File: src/rtl/iter_mul_16b_pkg.sv
// Shared definitions for the iterative 16-bit multiplier: FSM encodings and iteration count.
package iter_mul_16b_pkg;

    localparam int MUL_ITERS = 16;

    typedef enum logic [1:0] {
        STATE_IDLE = 2'd0,
        STATE_CALC = 2'd1,
        STATE_DONE = 2'd2
    } state_t;

endpackage

File: src/rtl/adder_16b_rtl.sv
// Behavioural 16-bit adder, pin-compatible with the gate-level carry-select adder.
module adder_16b_rtl (
    input  logic [15:0] in0,
    input  logic [15:0] in1,
    input  logic        cin,
    output logic        cout,
    output logic [15:0] sum
);

    assign {cout, sum} = {1'b0, in0} + {1'b0, in1} + {16'd0, cin};

endmodule

File: src/rtl/iter_mul_16b.sv
// Iterative shift-and-add multiplier returning the low 16 bits of in0*in1 after 16 fixed iterations.
module iter_mul_16b
    import iter_mul_16b_pkg::*;
#(
    parameter int NBITS = 16,
    parameter int CNT_W = 5
) (
    input  logic             clk,
    input  logic             rst,
    input  logic             istream_val,
    output logic             istream_rdy,
    input  logic [NBITS-1:0] in0,
    input  logic [NBITS-1:0] in1,
    output logic             ostream_val,
    input  logic             ostream_rdy,
    output logic [NBITS-1:0] prod
);

    // Handshake: a transfer happens on a rising edge where val and rdy are both 1;
    // val never waits on rdy, and rdy/val are registered FSM outputs.

    state_t           state;
    logic [NBITS-1:0] a_reg;
    logic [NBITS-1:0] b_reg;
    logic [NBITS-1:0] acc;
    logic [CNT_W-1:0] cnt;
    logic [NBITS-1:0] sum;
    logic             adder_cout_unused;

    adder_16b_rtl u_adder (
        .in0  (acc),
        .in1  (a_reg),
        .cin  (1'b0),
        .cout (adder_cout_unused),
        .sum  (sum)
    );

    always_ff @(posedge clk or posedge rst) begin
        if (rst) begin
            state       <= STATE_IDLE;
            a_reg       <= '0;
            b_reg       <= '0;
            acc         <= '0;
            cnt         <= '0;
            istream_rdy <= 1'b1;
            ostream_val <= 1'b0;
        end else begin
            case (state)
                STATE_IDLE: begin
                    if (istream_val && istream_rdy) begin
                        a_reg       <= in0;
                        b_reg       <= in1;
                        acc         <= '0;
                        cnt         <= '0;
                        istream_rdy <= 1'b0;
                        state       <= STATE_CALC;
                    end
                end
                STATE_CALC: begin
                    if (b_reg[0]) begin
                        acc <= sum;
                    end
                    a_reg <= a_reg << 1;
                    b_reg <= b_reg >> 1;
                    cnt   <= cnt + CNT_W'(1);
                    // Always run the full iteration count so latency is operand independent.
                    if (cnt == CNT_W'(MUL_ITERS - 1)) begin
                        ostream_val <= 1'b1;
                        state       <= STATE_DONE;
                    end
                end
                STATE_DONE: begin
                    if (ostream_val && ostream_rdy) begin
                        ostream_val <= 1'b0;
                        istream_rdy <= 1'b1;
                        state       <= STATE_IDLE;
                    end
                end
                default: begin
                    ostream_val <= 1'b0;
                    istream_rdy <= 1'b1;
                    state       <= STATE_IDLE;
                end
            endcase
        end
    end

    assign prod = acc;

endmodule

File: config.mk
export PLATFORM = sky130hd
export DESIGN_NAME = iter_mul_16b
export DESIGN_NICKNAME = d
export VERILOG_FILES = /design/src/rtl/iter_mul_16b_pkg.sv /design/src/rtl/adder_16b_rtl.sv /design/src/rtl/iter_mul_16b.sv
export SDC_FILE = /design/constraint.sdc
export NUM_CORES = 1
export LEC_CHECK = 0
export ABC_AREA = 1
export CAP_MARGIN = 5
export CORE_UTILIZATION = 55
export DETAILED_ROUTE_END_ITERATION = 10
export HOLD_SLACK_MARGIN = 0.08
export PLACE_DENSITY = 0.84
export SYNTH_ARGS = -nofsm -noshare
export SYNTH_HDL_FRONTEND = slang
export SYNTH_SLANG_ARGS = --single-unit
File: constraint.sdc
create_clock -name clk -period 4.5 [get_ports clk]
set_input_delay 0.9 -clock clk [delete_from_list [all_inputs] [get_ports clk]]
set_output_delay 0.9 -clock clk [all_outputs]
set_load 0.005 [all_outputs]
==> out/results.txt, run 1 <==
fmax: 0.4307 GHz
Hold Path Cell Cnt: 1
Routed WL per cell: 12.58 um
FILL cells: 494
HP Start: cnt[3]$_DFFE_PP0P_
crit path kind: reg2out
worst r2r dst: a_reg[7]$_DFFE_PP0P_
fin. max-slew vios: 0
GPL Wtd Cong: 0.8861
drt first-iter violations: 193
CP cell instances: clkdlybuf4s50_1
Critical Path Fanout Max: 3
Peak VDD IR: 651.2 uV
r2r worst-path depth: 6
drt pass-1 iters: 4
CTS H-tree depth: 3
Rows: 28
final WL: 7.423 mm
Synth Area in Compound Gates: 0.1503
Least-Margin Pin Slew: 910.9 ps
Reg clk slew, reported paths: 70 ps
# IOs: 54
Residual DRC: 0
largest net degree at the start of global routing: 65
#FFs+latches synth: 57
Synth Flop Type: dfrtp_1
WP data arrival: 1420 ps
non-filler cells, final: 590
max-cap viol count: 0
Final TNS setup: 0 ps
ys async rst share: 1.000
Cells after Synth: 460
YS warnings: 0
Starting Density: 0.5831
worst skew pair latency: 340 ps
total clock sinks: 57
CTS root buf: clkbuf_8
die width: 81.93 um
setup clock skew after layout: 6.640 ps
final setup vio count: 0
register area: 0.001428 mm^2
final hold viol count: 0
post-cts hold buffer count: 0
Place WS: 2196 ps
number of synthesized flops with an enable pin: 0
XOR/XNOR share of the synthesized area: 0.007479
CP bufs+invs: 1
Area Growth Syn to Fin: 19.98%
hold slack final: 495.8 ps
Seq/Total Area, Yosys: 0.4063
commonest cells after routing, fill and taps aside: nand2_1, inv_1, dfrtp_1
CP Launch Type: flip-flop
global-route wire length before repair: 12.79 mm
Slew HR: 0.3918
DR vias/cell: 5.220
crit-path max cell delay: 580 ps
hold endpoint: cnt[3]$_DFFE_PP0P_
final core occ: 0.6995
reg-to-reg slack, setup: 2550 ps
CTS tree: done
Post-DRT Antenna Nets: 0
Vias: 3080
Req. time, crit path: 3600 ps
Total GRT Usage: 0.2530
Tmin final: 2322 ps
vias in the first global route: 2911
die area: 0.006712 mm^2
reg-to-reg startpoint: state[1]$_DFFE_PP0P_
outcome: completed
Cells after DPL: 574
total core area: 0.006026 mm^2
pwr/cell area: 825.4 mW/mm^2
commonest non-fill, non-tap cell in the layout: nand2_1
CTS resizes: 0
CTS buffer count: 9
synth unique cells: 34
Slowest-stage cell, CP: dfstp_2
Synth Net Count: 514
syn_area_per_cell: 7.638 um^2
Hold/Removal Path Class: reg2reg
Final period util: 0.5160
gr ovfl total: 0
share of layout cells above drive strength 1: 0.05825
# diodes: 0
RSZ-0062 raised after global routing: false
Setup WS post-layout: 2178 ps
post-DP HPWL: 5.479 mm
CTS max path bufs: 2
proportion of synthesized area in mux cells: 0
Multi-input gate area: 0.001628 mm^2
Leak: 2.155 nW
largest family of logic cells by synthesized area: simple AND/OR/NAND/NOR gates
Post-Synth Simple-Gate Area: 0.2393
Nets: 564
crit path capture type: output port
initial antenna violation count: 0
Die Height: 81.93 um
Buffers on Ports: 53
cell family with the largest share of critical-path delay: flip-flops
total setup buffers inserted after CTS: 0
Synth Cell Area: 0.003513 mm^2
post-synthesis adder-cell area fraction: 0.06624
-- per-layer routing --
layer  wire [um]  vias up  global-route usage  part of all wire
met5           0        -                   0                 0
met4         126        0              0.1123             0.017
met3         387       14             0.05889             0.052
met2        3604       77              0.4091              0.49
met1        3304     1417              0.3213              0.45
li1            -     1572                   -                 -
-- area by class of cell --
class,count,share of cell area
Timing Repair Buffer,54,0.1276
Sequential cell,57,0.3387
Tap cell,75,0.02226
Clock buffer,11,0.03354
Inverter,82,0.07302
Multi-Input combinational cell,306,0.3862
Clock inverter,5,0.01870
-- cell families after synthesis --
family,count (synthesis)
XOR/XNOR,3
adder cells (fa/ha/maj),18
flip-flops,57
buffers and inverters,97
AO/OA/AOI/OAI,87
AND/OR/NAND/NOR,198
-- stage by stage --
| step | cell area, um^2 | total power, mW |
|---|---|---|
| 2_1_floorplan | 3513 | 2.537 |
| 3_3_place_gp | 3995 | 2.835 |
| 3_5_place_dp | 3995 | 2.930 |
| 4_1_cts | 4215 | 3.477 |
| 5_1_grt | 4215 | 3.838 |
| 6_report | 4215 | 3.479 |
-- cell usage after synthesis (2+ instances only) --
library cell	instances	area (um^2)
ha_1	17	212.7
nor2_4	2	22.52
buf_6	2	22.52
inv_1	77	289.0
inv_2	5	18.77
o22ai_1	3	18.77
nor2_1	18	67.56
nand3b_1	2	15.01
a32o_1	2	20.02
a21oi_1	12	60.06
dfrtp_1	56	1401
buf_2	3	15.01
buf_4	6	45.04
xor2_1	2	17.52
o21ai_1	16	80.08
nor3_1	3	15.01
buf_12	3	60.06
nand2_1	146	548.0
nand3_1	21	105.1
o21ai_0	23	115.1
o211ai_1	28	210.2
-- worst max path at each step --
stage	start	endpoint	cells after the start
floorplan	rst	a_reg[0]$_DFFE_PP0P_	1
global placement	istream_val	prod[2]$_DFFE_PP0P_	7
detailed placement	istream_val	prod[2]$_DFFE_PP0P_	7
CTS	istream_rdy$_DFFE_PP1P_	istream_rdy	1
global route	istream_rdy$_DFFE_PP1P_	istream_rdy	1
finish	istream_rdy$_DFFE_PP1P_	istream_rdy	1
-- where the power goes --
group          switching [mW]  leakage (nW)  internal (mW)
registers               0.165         0.696          0.775
logic                    1.22          1.35          0.780
clock network           0.209         0.113          0.326
Power figures use the tool's default switching activity.
==> run 2: changes to the inputs <==
- CORE_UTILIZATION: 55 -> 49
- PLACE_DENSITY: 0.84 -> 0.8
- clock period: 4.5 -> 2.1 ns (I/O delays scaled with it)
==> out/results.txt, run 2 (synthesis results as in run 1) <==
outcome: completed
largest net degree at the start of global routing: 65
Final TNS setup: 0 ps
commonest non-fill, non-tap cell in the layout: nand2_1
Psw: 3.443 mW
Die Height: 86.68 um
Final period util: 0.8773
FILL cells: 597
Least-Margin Pin Slew: 349.5 ps
CP cell instances: clkdlybuf4s50_1
final setup vio count: 0
CP Launch Type: flip-flop
total setup buffers inserted after CTS: 0
vias in the first global route: 3069
pwr/cell area: 1797 mW/mm^2
Nets: 567
Reg clk slew, reported paths: 60 ps
crit-path max cell delay: 580 ps
crit path capture type: output port
total clock sinks: 57
post-cts hold buffer count: 0
Area Growth Syn to Fin: 23.33%
GPL Wtd Cong: 0.8622
sw frac: 0.4422
crit path kind: reg2out
max-cap viol count: 0
Rows: 30
final WL: 7.525 mm
CP bufs+invs: 1
Hold/Removal Path Class: in2async
Seq pwr share: 0.259
drt first-iter violations: 199
post-DP HPWL: 5.421 mm
Slowest-stage cell, CP: dfstp_2
Residual DRC: 0
CTS resizes: 0
CTS max path bufs: 2
CTS tree: done
WP data arrival: 1420 ps
final hold viol count: 0
global-route wire length before repair: 13.11 mm
Peak VDD IR: 1056 uV
Total GRT Usage: 0.2263
drt pass-1 iters: 4
DR vias/cell: 5.104
die area: 0.007513 mm^2
total power: 7.786 mW
CTS root buf: clkbuf_8
Clock Power Share: 0.184
# diodes: 0
share of layout cells above drive strength 1: 0.06564
Req. time, crit path: 1680 ps
initial antenna violation count: 0
total core area: 0.006869 mm^2
Gate power share: 0.557
Vias: 3134
Leak: 2.201 nW
Routed WL per cell: 12.26 um
# IOs: 54
Place WS: 282.9 ps
CTS H-tree depth: 3
cell family with the largest share of critical-path delay: flip-flops
fin. max-slew vios: 0
Slew HR: 0.7664
Post-DRT Antenna Nets: 0
Buffers on Ports: 53
commonest cells after routing, fill and taps aside: nand2_1, inv_1, dfrtp_1
gr ovfl total: 0
Tmin final: 1842 ps
Starting Density: 0.5115
CTS buffer count: 9
Critical Path Fanout Max: 3
Setup WS post-layout: 257.7 ps
Int Power: 4.343 mW
RSZ-0062 raised after global routing: false
worst skew pair latency: 340 ps
setup clock skew after layout: 6.063 ps
fmax: 0.5428 GHz
die width: 86.68 um
[run 2: final timing paths]
check	to	depth (start not counted)	start	slack [ps]
max reg2reg	prod[8]$_DFFE_PP0P_	11	prod[0]$_DFFE_PP0P_	300
max in group asynchronous	istream_rdy$_DFFE_PP1P_	3	rst	1360
min in group clk	cnt[3]$_DFFE_PP0P_	1	cnt[3]$_DFFE_PP0P_	510
max	istream_rdy	1	istream_rdy$_DFFE_PP1P_	260
min	b_reg[14]$_DFFE_PP0P_	3	rst	440
min reg2reg	cnt[3]$_DFFE_PP0P_	1	cnt[3]$_DFFE_PP0P_	510
[run 2: per-layer routing]
| metal | part of all wire | track usage |
|---|---|---|
| met1 | 0.44 | 0.2742 |
| met2 | 0.50 | 0.3882 |
| met3 | 0.044 | 0.04571 |
| met4 | 0.020 | 0.1045 |
| met5 | 0 | 0 |
[run 2: power groups by stage]
stage / Clock (mW) / Sequential (mW) / Combinational (mW)
3_5_place_dp: 0 / 2.03 / 4.29
4_1_cts: 1.44 / 2.02 / 4.34
2_1_floorplan: 0 / 1.95 / 3.49
6_report: 1.43 / 2.02 / 4.34
5_1_grt: 1.49 / 2.07 / 5.00
3_3_place_gp: 0 / 2.02 / 4.14
[run 2: stage by stage]
stage / cell area [um^2] / util / hold slack (ps) / std cells
3_3_place_gp: 4056 / 0.5905 / 455.7 / 598
5_1_grt: 4333 / 0.6308 / 502.0 / 614
3_5_place_dp: 4056 / 0.5905 / 496.6 / 598
2_1_floorplan: 3513 / - / 440.2 / 460
4_1_cts: 4333 / 0.6308 / 454.6 / 614
6_report: 4333 / 0.6308 / 440.3 / 614
[run 2: area by class of cell]
cell class                      count  area, um^2  share of cell area
Clock buffer                       11       151.4             0.03494
Multi-Input combinational cell    306        1628              0.3757
Sequential cell                    57        1428              0.3295
Timing Repair Buffer               57       573.1              0.1323
Tap cell                           96       120.1             0.02772
Clock inverter                      5       125.1             0.02888
Inverter                           82       307.8             0.07104
==> run 3: changes to the inputs <==
- GPL_TIMING_DRIVEN: not set -> 0
- clock period: 2.1 -> 1.5 ns (I/O delays scaled with it)
==> out/results.txt, run 3 (synthesis results as in run 1) <==
outcome: complete, but fails checks
failing checks: negative setup slack
Int Power: 7.277 mW
Hold/Removal Path Class: in2async
CTS H-tree depth: 3
CTS root buf: clkbuf_8
Nets: 599
total clock sinks: 57
Routed WL per cell: 15.49 um
RSZ-0062 raised after global routing: true
global-route wire length before repair: 16.02 mm
final setup vio count: 11
final WL: 10.01 mm
Final period util: 1.133
Worst Setup SP: prod[10]$_DFFE_PP0P_
# IOs: 54
Psw: 6.311 mW
metal3 WL: 597 um
Seq pwr share: 0.218
FILL cells: 482
Die Height: 86.68 um
Peak VDD IR: 1308 uV
share of layout cells above drive strength 1: 0.2400
CTS buffer count: 9
Vias: 3508
Leak: 2.499 nW
Least-Margin Pin Slew: 575.0 ps
max-cap viol count: 0
Residual DRC: 0
CP bufs+invs: 0
hold slack final: 352.7 ps
drt first-iter violations: 287
WL met2: 4.987 mm
vias in the first global route: 3523
die area: 0.007513 mm^2
gr ovfl total: 0
Top Metal Used: met4
Total GRT Usage: 0.2817
largest net degree at the start of global routing: 58
fin. max-slew vios: 0
CP cell instances: ha_4 > nand2_1 > nor2_1 > nand2_1 > nand3_2 > nand2_1 > nand3_2 > nand2_1
final core occ: 0.7266
# diodes: 0
initial antenna violation count: 0
crit path kind: reg2reg
Critical Path Fanout Max: 4
total core area: 0.006869 mm^2
DR vias/cell: 5.430
r2r worst-path depth: 8
WP data arrival: 1940 ps
Final TNS setup: -1177 ps
Clock Power Share: 0.133
post-DP HPWL: 5.876 mm
crit path capture type: flip-flop
reg-to-reg startpoint: prod[10]$_DFFE_PP0P_
pwr/cell area: 2723 mW/mm^2
M1 WL: 4.027 mm
Rows: 30
crit-path most repeated cell: nand2_1
Area Growth Syn to Fin: 42.06%
Stages on worst setup path: 8
Post-DRT Antenna Nets: 0
setup clock skew after layout: 8.761 ps
Buffers on Ports: 53
Cells after DPL: 609
CTS tree: done
Slowest-stage cell, CP: dfrtp_1
crit-path max cell delay: 440 ps
worst skew pair latency: 350 ps
Gate power share: 0.650
cell family with the largest share of critical-path delay: simple AND/OR/NAND/NOR gates
commonest non-fill, non-tap cell in the layout: nand2_1
CTS max path bufs: 2
Tmin final: 1700 ps
commonest cells after routing, fill and taps aside: nand2_1, inv_1, dfrtp_1
final hold viol count: 0
Req. time, crit path: 1740 ps
fmax: 0.5882 GHz
Slew HR: 0.6159
drt pass-1 iters: 5
reg-to-reg slack, setup: -200 ps
Starting Density: 0.5115
Reg clk slew, reported paths: 70 ps
post-cts hold buffer count: 0
GPL Wtd Cong: 0.8476
worst r2r dst: prod[12]$_DFFE_PP0P_
sw frac: 0.4645
non-filler cells, final: 646
CP Launch Type: flip-flop
Setup WS post-layout: -200.1 ps
Worst Setup EP: prod[12]$_DFFE_PP0P_
die width: 86.68 um
==> run 3: power groups by stage <==
stage / Combinational (mW) / Clock [mW] / Sequential [mW]
4_1_cts: 7.81 / 1.81 / 2.94
5_1_grt: 9.69 / 1.89 / 3.03
3_3_place_gp: 6.36 / 0 / 2.82
3_5_place_dp: 6.59 / 0 / 2.86
2_1_floorplan: 4.96 / 0 / 2.74
6_report: 8.83 / 1.80 / 2.96
==> run 3: timing repair <==
action,CTS,global route
setup endpoints to repair,30,29
buffers inserted,18,2
pin swaps,14,20
gates resized for setup,63,37
==> run 3: area by class of cell <==
class                           instances  area, um^2  area share
Timing Repair Buffer                   74       689.4      0.1381
Sequential cell                        57        1428      0.2860
Multi-Input combinational cell        306        2036      0.4079
Clock buffer                           10       137.6     0.02758
Inverter                               82       319.1     0.06393
Clock inverter                          6       105.1     0.02106
Tap cell                               96       120.1     0.02407
Buffer                                 15       156.4     0.03134
==> run 3: how the worst min path moves through the flow <==
stage / startpoint / end / cells after the start
after floorplan: rst / a_reg[0]$_DFFE_PP0P_ / 1
after global placement: cnt[3]$_DFFE_PP0P_ / cnt[3]$_DFFE_PP0P_ / 1
after detailed placement: cnt[3]$_DFFE_PP0P_ / cnt[3]$_DFFE_PP0P_ / 1
after CTS: cnt[3]$_DFFE_PP0P_ / cnt[3]$_DFFE_PP0P_ / 1
after global routing: rst / prod[0]$_DFFE_PP0P_ / 2
final: rst / prod[0]$_DFFE_PP0P_ / 2
==> run 3: metrics by stage <==
| step | worst slack (ps) | total power, mW | area (um^2) |
|---|---|---|---|
| 6_report | -200.1 | 13.59 | 4991 |
| 5_1_grt | -261.5 | 14.61 | 4991 |
| 4_1_cts | -118.5 | 12.56 | 4827 |
| 3_5_place_dp | -204.7 | 9.444 | 4205 |
| 3_3_place_gp | -223.0 | 9.183 | 4205 |
| 2_1_floorplan | -15.54 | 7.702 | 3555 |
==> run 3: layer usage <==
metal	up-vias	track usage
met2	160	0.4863
li1	1650	-
met4	0	0.1455
met5	-	0
met3	46	0.05905
met1	1652	0.3307
==> run 3: worst register-to-register path, delay by kind of cell (launching register included) <==
family / cells / cell delay [ps]
simple gates: 7 / 840
flops: 1 / 440
fa+ha+maj: 1 / 320
